### config.mk
export PLATFORM = sky130hd
export DESIGN_NAME = pipe_hazard_ctrl
export DESIGN_NICKNAME = d
export VERILOG_FILES = /design/src/rtl/hazard_pkg.sv /design/src/rtl/mem_wait_fsm.sv /design/src/rtl/pipe_hazard_ctrl.sv
export SDC_FILE = /design/constraint.sdc
export NUM_CORES = 1
export LEC_CHECK = 0
export CAP_MARGIN = 10
export CORE_ASPECT_RATIO = 0.5
export CORE_MARGIN = 2
export CORE_UTILIZATION = 30
export DETAILED_ROUTE_END_ITERATION = 7
export GPL_TIMING_DRIVEN = 0
export PLACE_DENSITY = 0.79
export SETUP_SLACK_MARGIN = 0.1
export SYNTH_ARGS = -nofsm -noshare
export SYNTH_HDL_FRONTEND = slang
export SYNTH_HIERARCHICAL = 1
export SYNTH_SLANG_ARGS = --single-unit
### constraint.sdc
create_clock -name clk -period 2.25 [get_ports clk]
set_clock_uncertainty 0.2 [all_clocks]
set_input_delay 0.675 -clock clk [delete_from_list [all_inputs] [get_ports clk]]
set_output_delay 0.675 -clock clk [all_outputs]
set_load 0.05 [all_outputs]
### src/rtl/hazard_pkg.sv
// Shared types for the pipeline hazard controller: memory-wait FSM states
// and the zero-register index that can never create a dependency.
package hazard_pkg;

  typedef enum logic [1:0] {
    RUN      = 2'd0,
    MEM_WAIT = 2'd1,
    ERROR    = 2'd2
  } hz_state_t;

  localparam logic [4:0] XZR = 5'd31;

endpackage

### src/rtl/mem_wait_fsm.sv
// Data-memory wait tracker: counts cycles spent waiting on mem_ready and
// latches a sticky timeout error that only reset clears.
module mem_wait_fsm
  import hazard_pkg::*;
#(
  parameter int MEM_TIMEOUT = 16
) (
  input  logic      clk,
  input  logic      reset,
  input  logic      mem_req_MEM,
  input  logic      mem_ready,
  output logic      mem_freeze,
  output logic      mem_error,
  output hz_state_t state
);

  localparam logic [7:0] TIMEOUT_V = 8'(MEM_TIMEOUT);

  logic [7:0] wait_cnt;

  // The counter holds the number of MEM_WAIT cycles already spent, so it
  // reads 1 in the first waiting cycle after the stalled request.
  always_ff @(posedge clk) begin
    if (reset) begin
      state     <= RUN;
      wait_cnt  <= 8'd0;
      mem_error <= 1'b0;
    end else begin
      case (state)
        RUN: begin
          if (mem_req_MEM && !mem_ready) begin
            state    <= MEM_WAIT;
            wait_cnt <= 8'd1;
          end
        end
        MEM_WAIT: begin
          if (mem_ready) begin
            state    <= RUN;
            wait_cnt <= 8'd0;
          end else if (wait_cnt == TIMEOUT_V) begin
            state     <= ERROR;
            mem_error <= 1'b1;
          end else begin
            wait_cnt <= wait_cnt + 8'd1;
          end
        end
        default: begin
          state     <= ERROR;
          mem_error <= 1'b1;
        end
      endcase
    end
  end

  assign mem_freeze = (state == RUN && mem_req_MEM && !mem_ready) ||
                      (state == MEM_WAIT && !mem_ready) ||
                      (state == ERROR);

endmodule

### src/rtl/pipe_hazard_ctrl.sv
// Stall/flush controller for the 5-stage pipeline: memory freeze, branch
// flush and load-use bubble. Optional counters enabled by HAZARD_PERF_EN.
module pipe_hazard_ctrl
  import hazard_pkg::*;
#(
  parameter int MEM_TIMEOUT = 16,
  parameter int CNT_W       = 32
) (
  input  logic             clk,
  input  logic             reset,
  input  logic [4:0]       rs1_ID,
  input  logic [4:0]       rs2_ID,
  input  logic             uses_rs2_ID,
  input  logic             mem_read_EX,
  input  logic [4:0]       regWrite_EX,
  input  logic             br_taken_EX,
  input  logic             mem_req_MEM,
  input  logic             mem_ready,
  output logic             pc_en,
  output logic             ifid_en,
  output logic             ifid_flush,
  output logic             idex_en,
  output logic             idex_bubble,
  output logic             exmem_en,
  output logic             memwb_en,
  output logic             mem_error,
  output logic [CNT_W-1:0] stall_cycles,
  output logic [CNT_W-1:0] bubble_cnt,
  output logic [CNT_W-1:0] flush_cnt
);

  logic      mem_freeze;
  logic      frozen;
  logic      load_use;
  logic      do_flush;
  logic      do_bubble;
  hz_state_t state;

  mem_wait_fsm #(.MEM_TIMEOUT(MEM_TIMEOUT)) u_mem_wait (
    .clk        (clk),
    .reset      (reset),
    .mem_req_MEM(mem_req_MEM),
    .mem_ready  (mem_ready),
    .mem_freeze (mem_freeze),
    .mem_error  (mem_error),
    .state      (state)
  );

  // ERROR must freeze even if the handshake inputs look idle.
  assign frozen = mem_freeze || (state == ERROR);

  assign load_use = mem_read_EX && (regWrite_EX != XZR) &&
                    ((regWrite_EX == rs1_ID) ||
                     (uses_rs2_ID && (regWrite_EX == rs2_ID)));

  assign do_flush  = !frozen && br_taken_EX;
  assign do_bubble = !frozen && !br_taken_EX && load_use;

  always_comb begin
    pc_en       = 1'b1;
    ifid_en     = 1'b1;
    ifid_flush  = 1'b0;
    idex_en     = 1'b1;
    idex_bubble = 1'b0;
    exmem_en    = 1'b1;
    memwb_en    = 1'b1;
    if (!reset) begin
      if (frozen) begin
        pc_en    = 1'b0;
        ifid_en  = 1'b0;
        idex_en  = 1'b0;
        exmem_en = 1'b0;
        memwb_en = 1'b0;
      end else if (do_flush) begin
        ifid_flush  = 1'b1;
        idex_bubble = 1'b1;
      end else if (do_bubble) begin
        pc_en       = 1'b0;
        ifid_en     = 1'b0;
        idex_bubble = 1'b1;
      end
    end
  end

`ifdef HAZARD_PERF_EN
  localparam logic [CNT_W-1:0] ONE = CNT_W'(1);

  // Saturating event counters; a freeze cycle counts only as a stall.
  always_ff @(posedge clk) begin
    if (reset) begin
      stall_cycles <= '0;
      bubble_cnt   <= '0;
      flush_cnt    <= '0;
    end else begin
      if (frozen && stall_cycles != '1) stall_cycles <= stall_cycles + ONE;
      if (do_bubble && bubble_cnt != '1) bubble_cnt <= bubble_cnt + ONE;
      if (do_flush && flush_cnt != '1) flush_cnt <= flush_cnt + ONE;
    end
  end
`else
  assign stall_cycles = '0;
  assign bubble_cnt   = '0;
  assign flush_cnt    = '0;
`endif

endmodule

* Word-level counts from Yosys, hierarchy flattened *
Cells that the tools add are included.

storage, ports and cells
  bits in registers = 11
  output and inout port bits = 104
  word-level logic and storage cells = 62

cells by class
  add/sub/neg operators = 1
  equal/unequal tests = 11
  muxes and demuxes = 24
  bitwise operators = 1
  reductions and logical operators = 22

operators by type and width
  kind                 number
  $mux 8               3
  $pmux 8 s2           1
  $mux 1               15
  $eq 5x5->1           2
  $logic_and 1x1->1    10
  $add 8x1->8 const B  1
  $eq 8x5->1 const B   1
  $mux 2               3
  $reduce_and 3->1     2
  $ne 5x5->1 const B   1
  $logic_or 1x1->1     4
  $ne 2x1->1 const B   2
  $pmux 2 s2           1
  $logic_not 1->1      3
  $ne 3x2->1 const B   1
  $ne 3x3->1 const B   1
  $eq 2x1->1 const B   1
  $eq 2x2->1 const B   1
  $logic_not 2->1      1
  $ne 2x2->1 const B   1
  $pmux 1 s2           1
  $reduce_and 2->1     1
  $reduce_bool 2->1    1
  $not 1->1            1

* Logic depth before layout (Yosys ltp) *
  word-level depth = 13
  mapped depth = 7
  gate-level depth less buffers = 6

* Cells and area by module *
The synthesis kept the hierarchy.

by module, submodules not included
  module            instances  cells an instance  area an instance (um^2)  seq. area each (um^2)
  pipe_hazard_ctrl  1          125                925.9                    0.0
  mem_wait_fsm      1          70                 636.9                    220.2

* Worst setup path after synthesis *
No wires, ideal clock.

  path type = input -> output
  start = input mem_req_MEM
  end = output pc_en
  data arrival time = 2.202 ns
  path slack = -0.827 ns
  cell stages on the path = 6
  path buffers = 1
  path through = o21ai_0 o21ai_0 a21oi_1 or2_2 o21a_1 buf_4

between the ends
  word-level cells in the longest chain between the ends = 12
  elaborated cells between the ends (all ways) = 13

RTL lines
  what                                line                                            text
  from (decl)                         pipe_hazard_ctrl.sv:17                          input logic mem_req_MEM,
  $logic_and 1x1->1 (*) (2 in a row)  mem_wait_fsm.sv:55                              assign mem_freeze = (state == RUN && mem_req_MEM && !mem_ready) ||
  $logic_or 1x1->1 (*)                mem_wait_fsm.sv:55
  $logic_or 1x1->1 (*)                mem_wait_fsm.sv:56                              (state == MEM_WAIT && !mem_ready) ||
  via mem_freeze                      pipe_hazard_ctrl.sv:32                          logic mem_freeze;
  $logic_or 1x1->1 (*)                pipe_hazard_ctrl.sv:50                          assign frozen = mem_freeze || (state == ERROR);
  $logic_not 1->1                     pipe_hazard_ctrl.sv:56, pipe_hazard_ctrl.sv:57
  $logic_and 1x1->1 (2 in a row)      pipe_hazard_ctrl.sv:57                          assign do_bubble = !frozen && !br_taken_EX && load_use;
  $mux 1 (2 in a row)                 --
  $mux 1 (*) (2 in a row)             --
  to (decl)                           pipe_hazard_ctrl.sv:19                          output logic pc_en,

Mark *: on every way through the listed nets, which the timed path passes. The rest lies on a longest branch.

* Worst setup path after layout *
  start = input regWrite_EX[4]
  end = output pc_en

between the ends
  word-level cells in the longest chain between the ends = 9
  elaborated cells between the ends (all ways) = 12

RTL lines
  what                   line                    text
  from (decl)            pipe_hazard_ctrl.sv:15  input logic [4:0] regWrite_EX,
  $eq 5x5->1             pipe_hazard_ctrl.sv:54  (uses_rs2_ID && (regWrite_EX == rs2_ID)));
  $logic_and 1x1->1      pipe_hazard_ctrl.sv:54
  $logic_or 1x1->1       pipe_hazard_ctrl.sv:53  ((regWrite_EX == rs1_ID) ||
  $logic_and 1x1->1 (*)  pipe_hazard_ctrl.sv:52  assign load_use = mem_read_EX && (regWrite_EX != XZR) &&
  $logic_and 1x1->1 (*)  pipe_hazard_ctrl.sv:57
  $mux 1 (*)             pipe_hazard_ctrl.sv:77  end else if (do_bubble) begin
  $mux 1 (*)             pipe_hazard_ctrl.sv:74  end else if (do_flush) begin
  $mux 1 (*)             pipe_hazard_ctrl.sv:68  if (frozen) begin
  $mux 1 (*)             pipe_hazard_ctrl.sv:67  if (!reset) begin

Every way passes the cells marked *; elsewhere a longest branch is shown, timed or not.

==> flow_metrics.py <==
metrics = {
    "outcome": {
        "outcome": "finished with violations",
        "violations": "negative setup slack",
    },
    "die": {
        "start_util": 0.314,
        "die_w_microns": 106,
        "core_area_sq_um": 4980,
        "die_h_microns": 55.0,
        "die_area_sq_um": 5840,
        "io_pins": 126,
        "row_count": 18,
    },
    "global_route": {
        "grt_pass1_vias": 1047,
        "track_usage": 0.0954,
        "grt_max_degree": 11,
        "grt_first_pass_wirelength_mm": 4.46,
        "overflow": 0,
        "antenna_found_initial": 0,
    },
    "place": {
        "dpl.hpwl_mm": 2.69,
        "gp_congestion": 0.778,
        "io_buffers": 29,
        "postPlaceCellArea_sq_um": 2350,
        "place_ws_ns": -1.63,
    },
    "yosys": {
        "synth-seq-cells": 11,
        "yosysTopAreaCell": "buf_4",
        "async_reset_ff_frac": 0,
        "ys_warn_count": 6,
        "synth_flop_cell": "dfxtp_1",
        "syn_inst": 195,
        "synth_cell_types": 37,
        "avgSynthCellArea_sq_um": 8.01,
        "yosys.area.top_type_share": 0.480,
        "synth_area_sq_um": 1560,
        "synth-seq-area-share": 0.141,
        "synth-edff-count": 0,
        "netlist_top_cells_area": "buf_4 48%, dfxtp_1 14%, xor2_1 5.0%, nand3_1 1.9%, or4_1 1.9%",
    },
    "critical_path": {
        "cp-startpoint": "regWrite_EX[4]",
        "worstSetupEndpoint": "pc_en",
        "crit_arrival_ns": 1.90,
        "crit_type": "in2out",
        "r2r_slack_ns": 0.29,
        "cp-end-kind": "primary output",
        "ff2ff_path_depth": 6,
        "rr_endpoint": "u_mem_wait/wait_cnt[4]$_SDFFE_PP0P_",
        "r2r-start": "u_mem_wait/wait_cnt[0]$_SDFFE_PP0P_",
        "required_ns": 1.37,
        "start_kind": "primary input",
        "path_max_fanout": 2,
    },
    "sta": {
        "fin_tns_setup_ns": -2.33,
        "slew_headroom": 0.624,
        "fmax_mhz": 361,
        "maxSlewViolCount": 0,
        "period_needed_ns": 2.77,
        "rsz0062_at_grt": "yes",
        "hold_violations": 0,
        "setup_violations": 7,
        "max_slew.worst_pin.slew_ns": 0.563,
        "fin_crit_sh": 1.23,
        "finalWorstSetupSlack_ns": -0.521,
    },
    "route": {
        "post_drt_wl_per_cell_microns": 8.23,
        "avgViaCountPerCell": 3.39,
        "ant_nets": 0,
        "wirelength_mm": 3.30,
        "drc_errors": 0,
        "drt_iter0_drc": 27,
        "dr.pass1.iters": 4,
        "vias": 1358,
    },
    "layout": {
        "drive_gt1_frac": 0.444,
        "multi_input_area_sq_um": 990,
        "fillCellCount": 478,
        "final_area_sq_um": 2520,
        "regArea_sq_um": 221,
        "nNetsFinal": 356,
        "area_delta_synth_final_pct": 61.0,
        "diodes": 0,
    },
    "clock_network": {
        "clk_pin_slew_ns": 0.05,
        "clk_path_buf_depth": 2,
        "insertion_delay_ns": 0.24,
        "cts-buffers-inserted": 3,
        "cts_max_level": 1,
        "clock_sinks": 11,
        "clockRootBuffer": "clkbuf_8",
        "hold_buffers": 0,
        "cts_tree": "built",
    },
    "pwr": {
        "power_density_nw_per_um2": 423,
        "ir_worst_vdd_uv": 187,
        "cellLeakagePower_uw": 0.00137,
    },
    "run": {
        "maxCapViolCount": 0,
    },
    "min_path": {
        "min_path_type": "reg2reg",
    },
}
-- cells in the final DEF (no fill, tap or decap), types with 2 or more instances in the layout --
cell type / n
o311ai_1: 2
or4_1: 4
inv_1: 7
buf_4: 106
xor2_1: 7
buf_6: 6
dlygate4sd2_1: 9
a311oi_1: 2
clkdlybuf4s50_1: 3
ha_1: 2
nand4b_1: 2
xor2_2: 2
o21ai_2: 2
nor2_1: 5
and3_1: 3
buf_2: 2
clkbuf_8: 3
or2b_1: 3
buf_8: 9
nand3_1: 6
nor3_1: 3
dfxtp_1: 10
nand2_1: 4
a21oi_1: 4
o221ai_1: 2
conb_1: 96
-- per-stage QoR --
step | hold WS, ns | power (uW) | std cells | util
final | 0.283 | 1060 | 401 | 0.506
after global routing | 0.314 | 1100 | 401 | 0.506
after CTS | 0.287 | 1040 | 396 | 0.494
after detailed placement | 0.270 | 831 | 389 | 0.471
after global placement | 0.272 | 830 | 389 | 0.471
after floorplan | 0.260 | 763 | 290 | -
-- critical path: stages --
cell and delay (ns):
buf_8 0.10, xor2_2 0.17, nor4_2 0.30, a32oi_2 0.17, o21a_4 0.23, buf_8 0.11
buf_8 0.14
-- where the power goes --
part,switching [uW],total (uW),internal [uW]
Combinational,455,658,203
Clock,80.7,206,125
Sequential,3.40,201,197
Total,539,1060,525
-- state kept, by name, summed over array words and instances (netlist names) --
name,cells
u_mem_wait/mem_error,1
u_mem_wait/state,2
u_mem_wait/wait_cnt,8
-- synth_stat cells (3+ instances only) --
library cell  number
or2b_1             3
nand3_1            6
xor2_1             9
and3_1             3
nor2_1             6
dfxtp_1           11
nand2_1            4
inv_1              7
a21oi_1            5
o21ai_0            3
buf_4            100
nor3_1             4
or4_1              4
-- what timing repair did --
| action | CTS | global route |
|---|---|---|
| endpoints found under the setup margin | 16 | 9 |
| hold endpoints to repair | 0 | 0 |
| pin swaps | 18 | 9 |
| gates resized for setup | 116 | 7 |
| setup buffers | 3 | 5 |
-- how the worst min path moves through the flow --
stage / from / end / slack [ns] / cells past startpoint
floorplan: u_mem_wait/wait_cnt[1]$_SDFFE_PP0P_ / u_mem_wait/wait_cnt[1]$_SDFFE_PP0P_ / 0.26 / 2
global placement: u_mem_wait/mem_error$_SDFFE_PP0P_ / u_mem_wait/mem_error$_SDFFE_PP0P_ / 0.27 / 2
detailed placement: u_mem_wait/mem_error$_SDFFE_PP0P_ / u_mem_wait/mem_error$_SDFFE_PP0P_ / 0.27 / 2
CTS: u_mem_wait/mem_error$_SDFFE_PP0P_ / u_mem_wait/mem_error$_SDFFE_PP0P_ / 0.29 / 2
global route: u_mem_wait/mem_error$_SDFFE_PP0P_ / u_mem_wait/mem_error$_SDFFE_PP0P_ / 0.31 / 2
finish: u_mem_wait/mem_error$_SDFFE_PP0P_ / u_mem_wait/mem_error$_SDFFE_PP0P_ / 0.28 / 2
-- per-layer routing --
layer  track usage  wire length [microns]  vias to the layer above
li1              -                      -                      733
met1        0.0936                   1190                      573
met2         0.203                   1880                       52
met3        0.0187                    233                        0
met4        0.0482                      0                        0
met5             0                      0                        -
-- cell type report --
cell class                      instances  share of cell area
Multi-Input combinational cell        171               0.393
Buffer                                100               0.306
Timing Repair Buffer                   37               0.148
Sequential cell                        11              0.0880
Tap cell                               70              0.0348
Clock buffer                            4              0.0179
Inverter                                8              0.0119
-- kinds of logic (layout without fill, tap and decap cells) --
group | count (synthesis) | in the layout | share of synthesized area
AOI/OAI and AO/OA | 21 | 21 | 0.0985
and+or+nand+nor | 41 | 41 | 0.180
DFF | 11 | 11 | 0.141
adders and majority gates | 2 | 2 | 0.0160
xor gates and xnor gates | 10 | 10 | 0.0560
other | 1 | 96 | 0.00240
muxes | 1 | 1 | 0.00641
buffers and inverters | 108 | 149 | 0.500
No activity file was read; power rests on OpenSTA's default activity.
